## config.mk

```make
export PLATFORM = sky130hd
export DESIGN_NAME = clk_div_mc
export DESIGN_NICKNAME = d
export VERILOG_FILES = /design/src/rtl/clk_div_mc_pkg.sv /design/src/rtl/clk_div_mc_ch.sv /design/src/rtl/clk_div_mc.sv
export SDC_FILE = /design/constraint.sdc
export NUM_CORES = 1
export LEC_CHECK = 0
export BUFFER_PORTS_ARGS = -buffer_cell sky130_fd_sc_hd__buf_2
export CORE_MARGIN = 2
export CORE_UTILIZATION = 30
export CTS_BUF_LIST = sky130_fd_sc_hd__clkbuf_2
export CTS_CLUSTER_SIZE = 14
export DETAILED_ROUTE_END_ITERATION = 8
export PLACE_DENSITY = 0.44
export SLEW_MARGIN = 10
export SYNTH_ARGS = -nofsm -noshare
export SYNTH_HDL_FRONTEND = slang
export SYNTH_SLANG_ARGS = --single-unit
```

## constraint.sdc

```tcl
create_clock -name clk_i -period 5.8 [get_ports clk_i]
set_clock_uncertainty 0.15 [all_clocks]
set_input_delay 0.58 -clock clk_i [delete_from_list [all_inputs] [get_ports clk_i]]
set_output_delay 0.58 -clock clk_i [all_outputs]
set_load 0.03 [all_outputs]
```

## src/rtl/clk_div_mc_pkg.sv

```systemverilog
// Shared types and phase-length helpers for the multi-channel clock divider.
// Contents:
//   ch_state_e  per-channel FSM state (IDLE, LOW, HIGH)
//   div_calc_t  wide working type for phase arithmetic; callers cast in and out
//   low_cnt()   low-phase length for a divisor, ceil(d/2); 1 for bypass divisors
//   high_cnt()  high-phase length for a divisor, floor(d/2); 1 for bypass divisors
package clk_div_mc_pkg;

   localparam int unsigned DIV_CALC_W = 32;

   typedef logic [DIV_CALC_W-1:0] div_calc_t;

   typedef enum logic [1:0] {
      IDLE = 2'd0,
      LOW  = 2'd1,
      HIGH = 2'd2
   } ch_state_e;

   // Odd divisors give the extra cycle to the low phase.
   function automatic div_calc_t low_cnt(input div_calc_t d);
      div_calc_t r;
      if (d < DIV_CALC_W'(2)) begin
         r = DIV_CALC_W'(1);
      end else begin
         r = d - (d >> 1);
      end
      return r;
   endfunction

   function automatic div_calc_t high_cnt(input div_calc_t d);
      div_calc_t r;
      if (d < DIV_CALC_W'(2)) begin
         r = DIV_CALC_W'(1);
      end else begin
         r = d >> 1;
      end
      return r;
   endfunction

endpackage

```

## src/rtl/clk_div_mc_ch.sv

```systemverilog
// One divider channel: phase FSM, phase counter, divisor shadow register with
// valid/ready load, and a negedge bypass select that routes clk_i straight
// through for divisors 0 and 1.
// Optional feature: CLK_DIV_MC_SYNC_EN adds sync_i (restart LOW phase).
// Ports:
//   clk_i        source clock
//   arst_i       asynchronous active-high reset
//   en_i         run enable
//   div_i        divisor offered for loading
//   div_valid_i  divisor offer
//   sync_i       phase restart (CLK_DIV_MC_SYNC_EN only)
//   div_ready_o  shadow register empty
//   clk_o        divided (or bypassed) clock
//   busy_o       channel not IDLE
module clk_div_mc_ch
   import clk_div_mc_pkg::*;
#(
   parameter int unsigned DIVISOR_SIZE = 9,
   parameter int unsigned RST_DIVISOR  = 2
) (
   input  logic                    clk_i,
   input  logic                    arst_i,
   input  logic                    en_i,
   input  logic [DIVISOR_SIZE-1:0] div_i,
   input  logic                    div_valid_i,
`ifdef CLK_DIV_MC_SYNC_EN
   input  logic                    sync_i,
`endif
   output logic                    div_ready_o,
   output logic                    clk_o,
   output logic                    busy_o
);

   ch_state_e               state_q, state_d;
   logic [DIVISOR_SIZE-1:0] cnt_q, cnt_d;
   logic [DIVISOR_SIZE-1:0] div_q, div_d;
   logic [DIVISOR_SIZE-1:0] shd_q, shd_d;
   logic                    rdy_q, rdy_d;
   logic                    clk_q;
   logic                    busy_q;
   logic                    byp_q;

   logic [DIVISOR_SIZE-1:0] lo_last;
   logic [DIVISOR_SIZE-1:0] hi_last;
   logic                    low_done;
   logic                    high_done;
   logic                    byp_mode;
   logic                    nxt_byp;
   logic                    sync_hit;
   logic                    bnd;
   logic                    apply;

   // Terminal counts of the active divisor's phases.
   assign lo_last   = DIVISOR_SIZE'(low_cnt(DIV_CALC_W'(div_q)) - DIV_CALC_W'(1));
   assign hi_last   = DIVISOR_SIZE'(high_cnt(DIV_CALC_W'(div_q)) - DIV_CALC_W'(1));
   assign low_done  = (state_q == LOW)  && (cnt_q == lo_last);
   assign high_done = (state_q == HIGH) && (cnt_q == hi_last);
   assign byp_mode  = (div_q < DIVISOR_SIZE'(2));

`ifdef CLK_DIV_MC_SYNC_EN
   // Bypassed channels have no phase to realign.
   assign sync_hit = sync_i && (state_q != IDLE) && !byp_mode;
`else
   assign sync_hit = 1'b0;
`endif

   // End of LOW is the period boundary; IDLE and sync are boundaries as well.
   assign bnd     = (state_q == IDLE) || low_done || sync_hit;
   assign apply   = !rdy_q && bnd;
   assign nxt_byp = apply ? (shd_q < DIVISOR_SIZE'(2)) : byp_mode;

   // Next-state, counter and divisor/shadow bookkeeping.
   always_comb begin
      state_d = state_q;
      cnt_d   = cnt_q;
      div_d   = div_q;
      shd_d   = shd_q;
      rdy_d   = rdy_q;

      if (rdy_q && div_valid_i) begin
         shd_d = div_i;
         rdy_d = 1'b0;
      end

      if (apply) begin
         div_d = shd_q;
         rdy_d = 1'b1;
      end

      if (sync_hit) begin
         state_d = en_i ? LOW : IDLE;
         cnt_d   = '0;
      end else begin
         unique case (state_q)
            IDLE: begin
               if (en_i) begin
                  state_d = LOW;
                  cnt_d   = '0;
               end
            end
            LOW: begin
               if (low_done) begin
                  cnt_d = '0;
                  if (!en_i) begin
                     state_d = IDLE;
                  end else if (byp_mode || nxt_byp) begin
                     // Bypass entry/exit: hold low so the mux switches with both sources low.
                     state_d = LOW;
                  end else begin
                     state_d = HIGH;
                  end
               end else begin
                  cnt_d = cnt_q + DIVISOR_SIZE'(1);
               end
            end
            HIGH: begin
               if (high_done) begin
                  cnt_d   = '0;
                  state_d = en_i ? LOW : IDLE;
               end else begin
                  cnt_d = cnt_q + DIVISOR_SIZE'(1);
               end
            end
            default: begin
               state_d = IDLE;
               cnt_d   = '0;
            end
         endcase
      end
   end

   // State and datapath registers.
   always_ff @(posedge clk_i or posedge arst_i) begin
      if (arst_i) begin
         state_q <= IDLE;
         cnt_q   <= '0;
         div_q   <= DIVISOR_SIZE'(RST_DIVISOR);
         shd_q   <= '0;
         rdy_q   <= 1'b1;
         clk_q   <= 1'b0;
         busy_q  <= 1'b0;
      end else begin
         state_q <= state_d;
         cnt_q   <= cnt_d;
         div_q   <= div_d;
         shd_q   <= shd_d;
         rdy_q   <= rdy_d;
         clk_q   <= (state_d == HIGH);
         busy_q  <= (state_d != IDLE);
      end
   end

   // Bypass select moves on the falling edge while the divided clock is low,
   // so both mux inputs are low at the switch instant.
   always_ff @(negedge clk_i or posedge arst_i) begin
      if (arst_i) begin
         byp_q <= 1'b0;
      end else if (!clk_q && (state_q != HIGH)) begin
         byp_q <= byp_mode && (state_q != IDLE);
      end
   end

   assign clk_o       = byp_q ? clk_i : clk_q;
   assign div_ready_o = rdy_q;
   assign busy_o      = busy_q;

endmodule

```

## src/rtl/clk_div_mc.sv

```systemverilog
// Multi-channel programmable clock divider: NUM_CH independent glitch-free
// divided clocks from clk_i, each with its own divisor load handshake.
// Optional feature: CLK_DIV_MC_SYNC_EN adds sync_i, broadcast to all channels.
// Ports:
//   clk_i        source clock
//   arst_i       asynchronous active-high reset
//   en_i         per-channel run enable
//   div_i        per-channel divisor, [NUM_CH-1:0][DIVISOR_SIZE-1:0]
//   div_valid_i  per-channel divisor offer
//   sync_i       phase restart of all running channels (CLK_DIV_MC_SYNC_EN only)
//   div_ready_o  per-channel shadow register free
//   clk_o        divided clocks
//   busy_o       per-channel running (not IDLE)
module clk_div_mc
   import clk_div_mc_pkg::*;
#(
   parameter int unsigned NUM_CH       = 4,
   parameter int unsigned DIVISOR_SIZE = 9,
   parameter int unsigned RST_DIVISOR  = 2
) (
   input  logic                                 clk_i,
   input  logic                                 arst_i,
   input  logic [NUM_CH-1:0]                    en_i,
   input  logic [NUM_CH-1:0][DIVISOR_SIZE-1:0]  div_i,
   input  logic [NUM_CH-1:0]                    div_valid_i,
`ifdef CLK_DIV_MC_SYNC_EN
   input  logic                                 sync_i,
`endif
   output logic [NUM_CH-1:0]                    div_ready_o,
   output logic [NUM_CH-1:0]                    clk_o,
   output logic [NUM_CH-1:0]                    busy_o
);

   // One independent channel per output.
   for (genvar g = 0; g < NUM_CH; g++) begin : g_ch
      clk_div_mc_ch #(
         .DIVISOR_SIZE (DIVISOR_SIZE),
         .RST_DIVISOR  (RST_DIVISOR)
      ) u_ch (
         .clk_i       (clk_i),
         .arst_i      (arst_i),
         .en_i        (en_i[g]),
         .div_i       (div_i[g]),
         .div_valid_i (div_valid_i[g]),
`ifdef CLK_DIV_MC_SYNC_EN
         .sync_i      (sync_i),
`endif
         .div_ready_o (div_ready_o[g]),
         .clk_o       (clk_o[g]),
         .busy_o      (busy_o[g])
      );
   end

endmodule

```

==> metrics.md <==
| Metric | Value |
|---|---|
| P&R area growth vs syn | 12.60% |
| CTS tree | built |
| Register area share after synthesis | slightly below 30% |
| Placed cell count | about 1.8k |
| Post-route setup slack | approximately 0.45 ns |
| Required @ worst endpoint | approximately 5.1 ns |
| Worst Setup SP | g_ch[0].u_ch.byp_q$_DFFE_NP0P_ |
| Most frequent cells in the layout | dfrtp_1 (120), nand2_1 (113), inv_1 (89), ha_1 (88), nor2_1 (78) |
| Rel. slew slack | around 33% |
| Final Non-Filler Cells | approximately 1.9k |
| Post-DP HPWL | ~23000 µm |
| GRT Total Usage | between 15 and 20% |
| Max cap viols | 0 |
| CTS resizes | 0 |
| Setup crit start kind | flop |
| Top delay family on crit path | flip-flops |
| Synth warnings | 0 |
| Max Slew Vio Count | 0 |
| Slowest CP cell | dfrtn_1 |
| Vias in the first global route | 9406 |
| DRT antenna net count | 0 |
| Hold Crit Class | in2reg |
| RR Startpoint | g_ch[0].u_ch.div_q[1]$_DFFE_PP1N_ |
| Rows | slightly above 70 |
| Die span in y | 198.6 µm |
| IO Port Bufs | 57 |
| Largest cells by area after synthesis | dfrtp_1 (26%), ha_1 (9.7%), mux2_2 (6.9%) |
| Cells after Synth | 1298 |
| Top_reg_cell synth | dfrtp_1 |
| Post-route setup TNS | 0 ns |
| Post-CTS setup buffers | 0 |
| CP bufs+invs | 1 |
| First-pass GRT wire length | ~50000 µm |
| FFs w/ async S/R, synth | 100.0% |
| CTS Hold Buffers Added | ~40 |
| Final hold viol count | 0 |
| Post-synth EDFFs | 0 |
| Ports | 58 |
| Worst-margin pin slew | 1.008 ns |
| Pin count of the biggest net entering global routing | 50 |
| Drt pass-1 iters | 5 |
| Critical Path End | clk_o[0] |
| Synthesized net count | 1436 |
| Critical Path Stages | 2 |
| RSZ-0062 raised after global routing | no |
| CP arrival | 4.62 ns |
| Kind of critical path | reg2out |
| Worst Path Max Fanout | 2 |
| Outcome | completed |
| Share of post-route cells with drive strength above 1 | 15.90% |
| WHS Path Cells | 3 |
| Setup violations, final | 0 |
| Reg2reg end | g_ch[0].u_ch.byp_q$_DFFE_NP0P_ |
| DR vias/cell | roughly 5 |
| Drt initial violations | just over 500 |
| Synth top area share | between 20% and 30% |
| Place WS | a little over 0.7 ns |
| Worst Reg-to-Reg Cells | 5 |
| Routed len/inst | between 15 and 20 µm |
| Die ar. | roughly 39000 µm² |
| DRC | 0 |
| Clock transition at path regs | 0.23 ns |
| Gr ovfl total | 0 |
| Post-synth top area cell | dfrtp_1 |
| Most common cell after layout, fill and taps aside | dfrtp_1 |
| Reg2Reg Setup Slack | approximately 0.51 ns |
| Initial Util | 30.32% |
| Yosys reg bits | 132 |
| Mean post-synth cell area | 8.756 µm² |
| Initial antenna violation count | 1 |
| Crit path capture type | primary output |
| GPL Wtd Cong | ~0.81 |
| DIE WIDTH | just under 200 µm |
| Number of nets in the layout | 1509 |
| Final wirelength | between 20000 and 30000 µm |
| CP peak stage delay | about 0.45 ns |
| Skew-Pair Late Insertion Delay | 0.84 ns |
| Distinct cells, synth | between 100 and 150 |
| Mapped cell area | between 10000 and 15000 µm² |
| CORE AREA | approximately 37000 µm² |
| DR vias | a little under 10k |
| Crit path cell chain | mux2_2, buf_2 |
## kinds of logic (layout without fill, tap and decap cells)
logic type | Yosys count | after routing | synth area share [%]
and+or+nand+nor | 427 | 427 | 19.42
AOI/OAI and AO/OA | 316 | 316 | 19.11
buffers and inverters | 148 | 234 | 5.636
DFF | 132 | 132 | 29.15
xor gates and xnor gates | 93 | 93 | 7.486
adders and majority gates | 92 | 92 | 10.39
muxes | 90 | 90 | 8.807
other | 0 | 1 | 0
## area by class of cell
class	count	area [µm²]
Inverter	90	341.6
Multi-Input combinational cell	1018	7412
Clock buffer	26	130.1
Clock inverter	14	209.0
Antenna cell	1	2.502
Timing Repair Buffer	104	750.7
Fill cell	4002	24690
Sequential cell	132	3313
Tap cell	511	639.4
## flip-flops by register name, indices dropped and copies added, names as in the netlist
register               count
g_ch.u_ch.shd_q           36
g_ch.u_ch.div_q           36
g_ch.u_ch.clk_q            4
g_ch.u_ch.cnt_q           36
g_ch.u_ch.byp_q            4
g_ch.u_ch.busy_o           4
g_ch.u_ch.div_ready_o      4
g_ch.u_ch.state_q          8
## worst min-delay path by stage
stage,from,end
2_1_floorplan,g_ch[0].u_ch.byp_q$_DFFE_NP0P_,g_ch[0].u_ch.byp_q$_DFFE_NP0P_
3_3_place_gp,g_ch[1].u_ch.byp_q$_DFFE_NP0P_,g_ch[1].u_ch.byp_q$_DFFE_NP0P_
3_5_place_dp,g_ch[3].u_ch.byp_q$_DFFE_NP0P_,g_ch[3].u_ch.byp_q$_DFFE_NP0P_
4_1_cts,div_valid_i[1],g_ch[1].u_ch.div_ready_o$_DFFE_PP1P_
5_1_grt,div_valid_i[1],g_ch[1].u_ch.div_ready_o$_DFFE_PP1P_
6_report,div_valid_i[1],g_ch[1].u_ch.div_ready_o$_DFFE_PP1P_
## routing by layer
layer | GRT usage [%] | vias up | wire length (µm)
met5 | 0 | - | 0
met4 | 5.334 | 0 | 549
met3 | 2.577 | 31 | 779
met2 | 25.81 | 127 | 13650
met1 | 21.24 | 4627 | 14840
li1 | - | 4842 | -
## cells in the mapped netlist (all sizes together) (13+ instances only)
library cell,number
inv,90
o22ai,16
a31oi,23
ha,88
nand2,113
nor3,33
nand4,15
nor2,80
nand2b,30
clkbuf,39
o21ai,74
a21oi,57
mux2i,19
nand3,36
xnor2,62
nor4,15
buf,19
a211oi,16
dfrtp,120
xor2,29
or2,13
nor2b,14
mux2,70
and2,15
## metrics by stage
stage	hold slack (ns)	instance area, µm²	util [%]
finish	0.1063	12800	34.14
global placement	0.3012	12070	32.19
CTS	0.005368	12800	34.13
detailed placement	0.3126	12070	32.19
global route	0.01435	12800	34.14
floorplan	0.2873	11370	-
## worst min-delay path: cells and delay by family
kind	cells	cell delay, ns
AO/OA/AOI/OAI	1	0.22
AND/OR/NAND/NOR	1	0.26
buffers and inverters	1	0.07
Power is left out: the tool's default activity adds up to more than one toggle a clock period on the data nets, which glitch-free logic cannot reach.
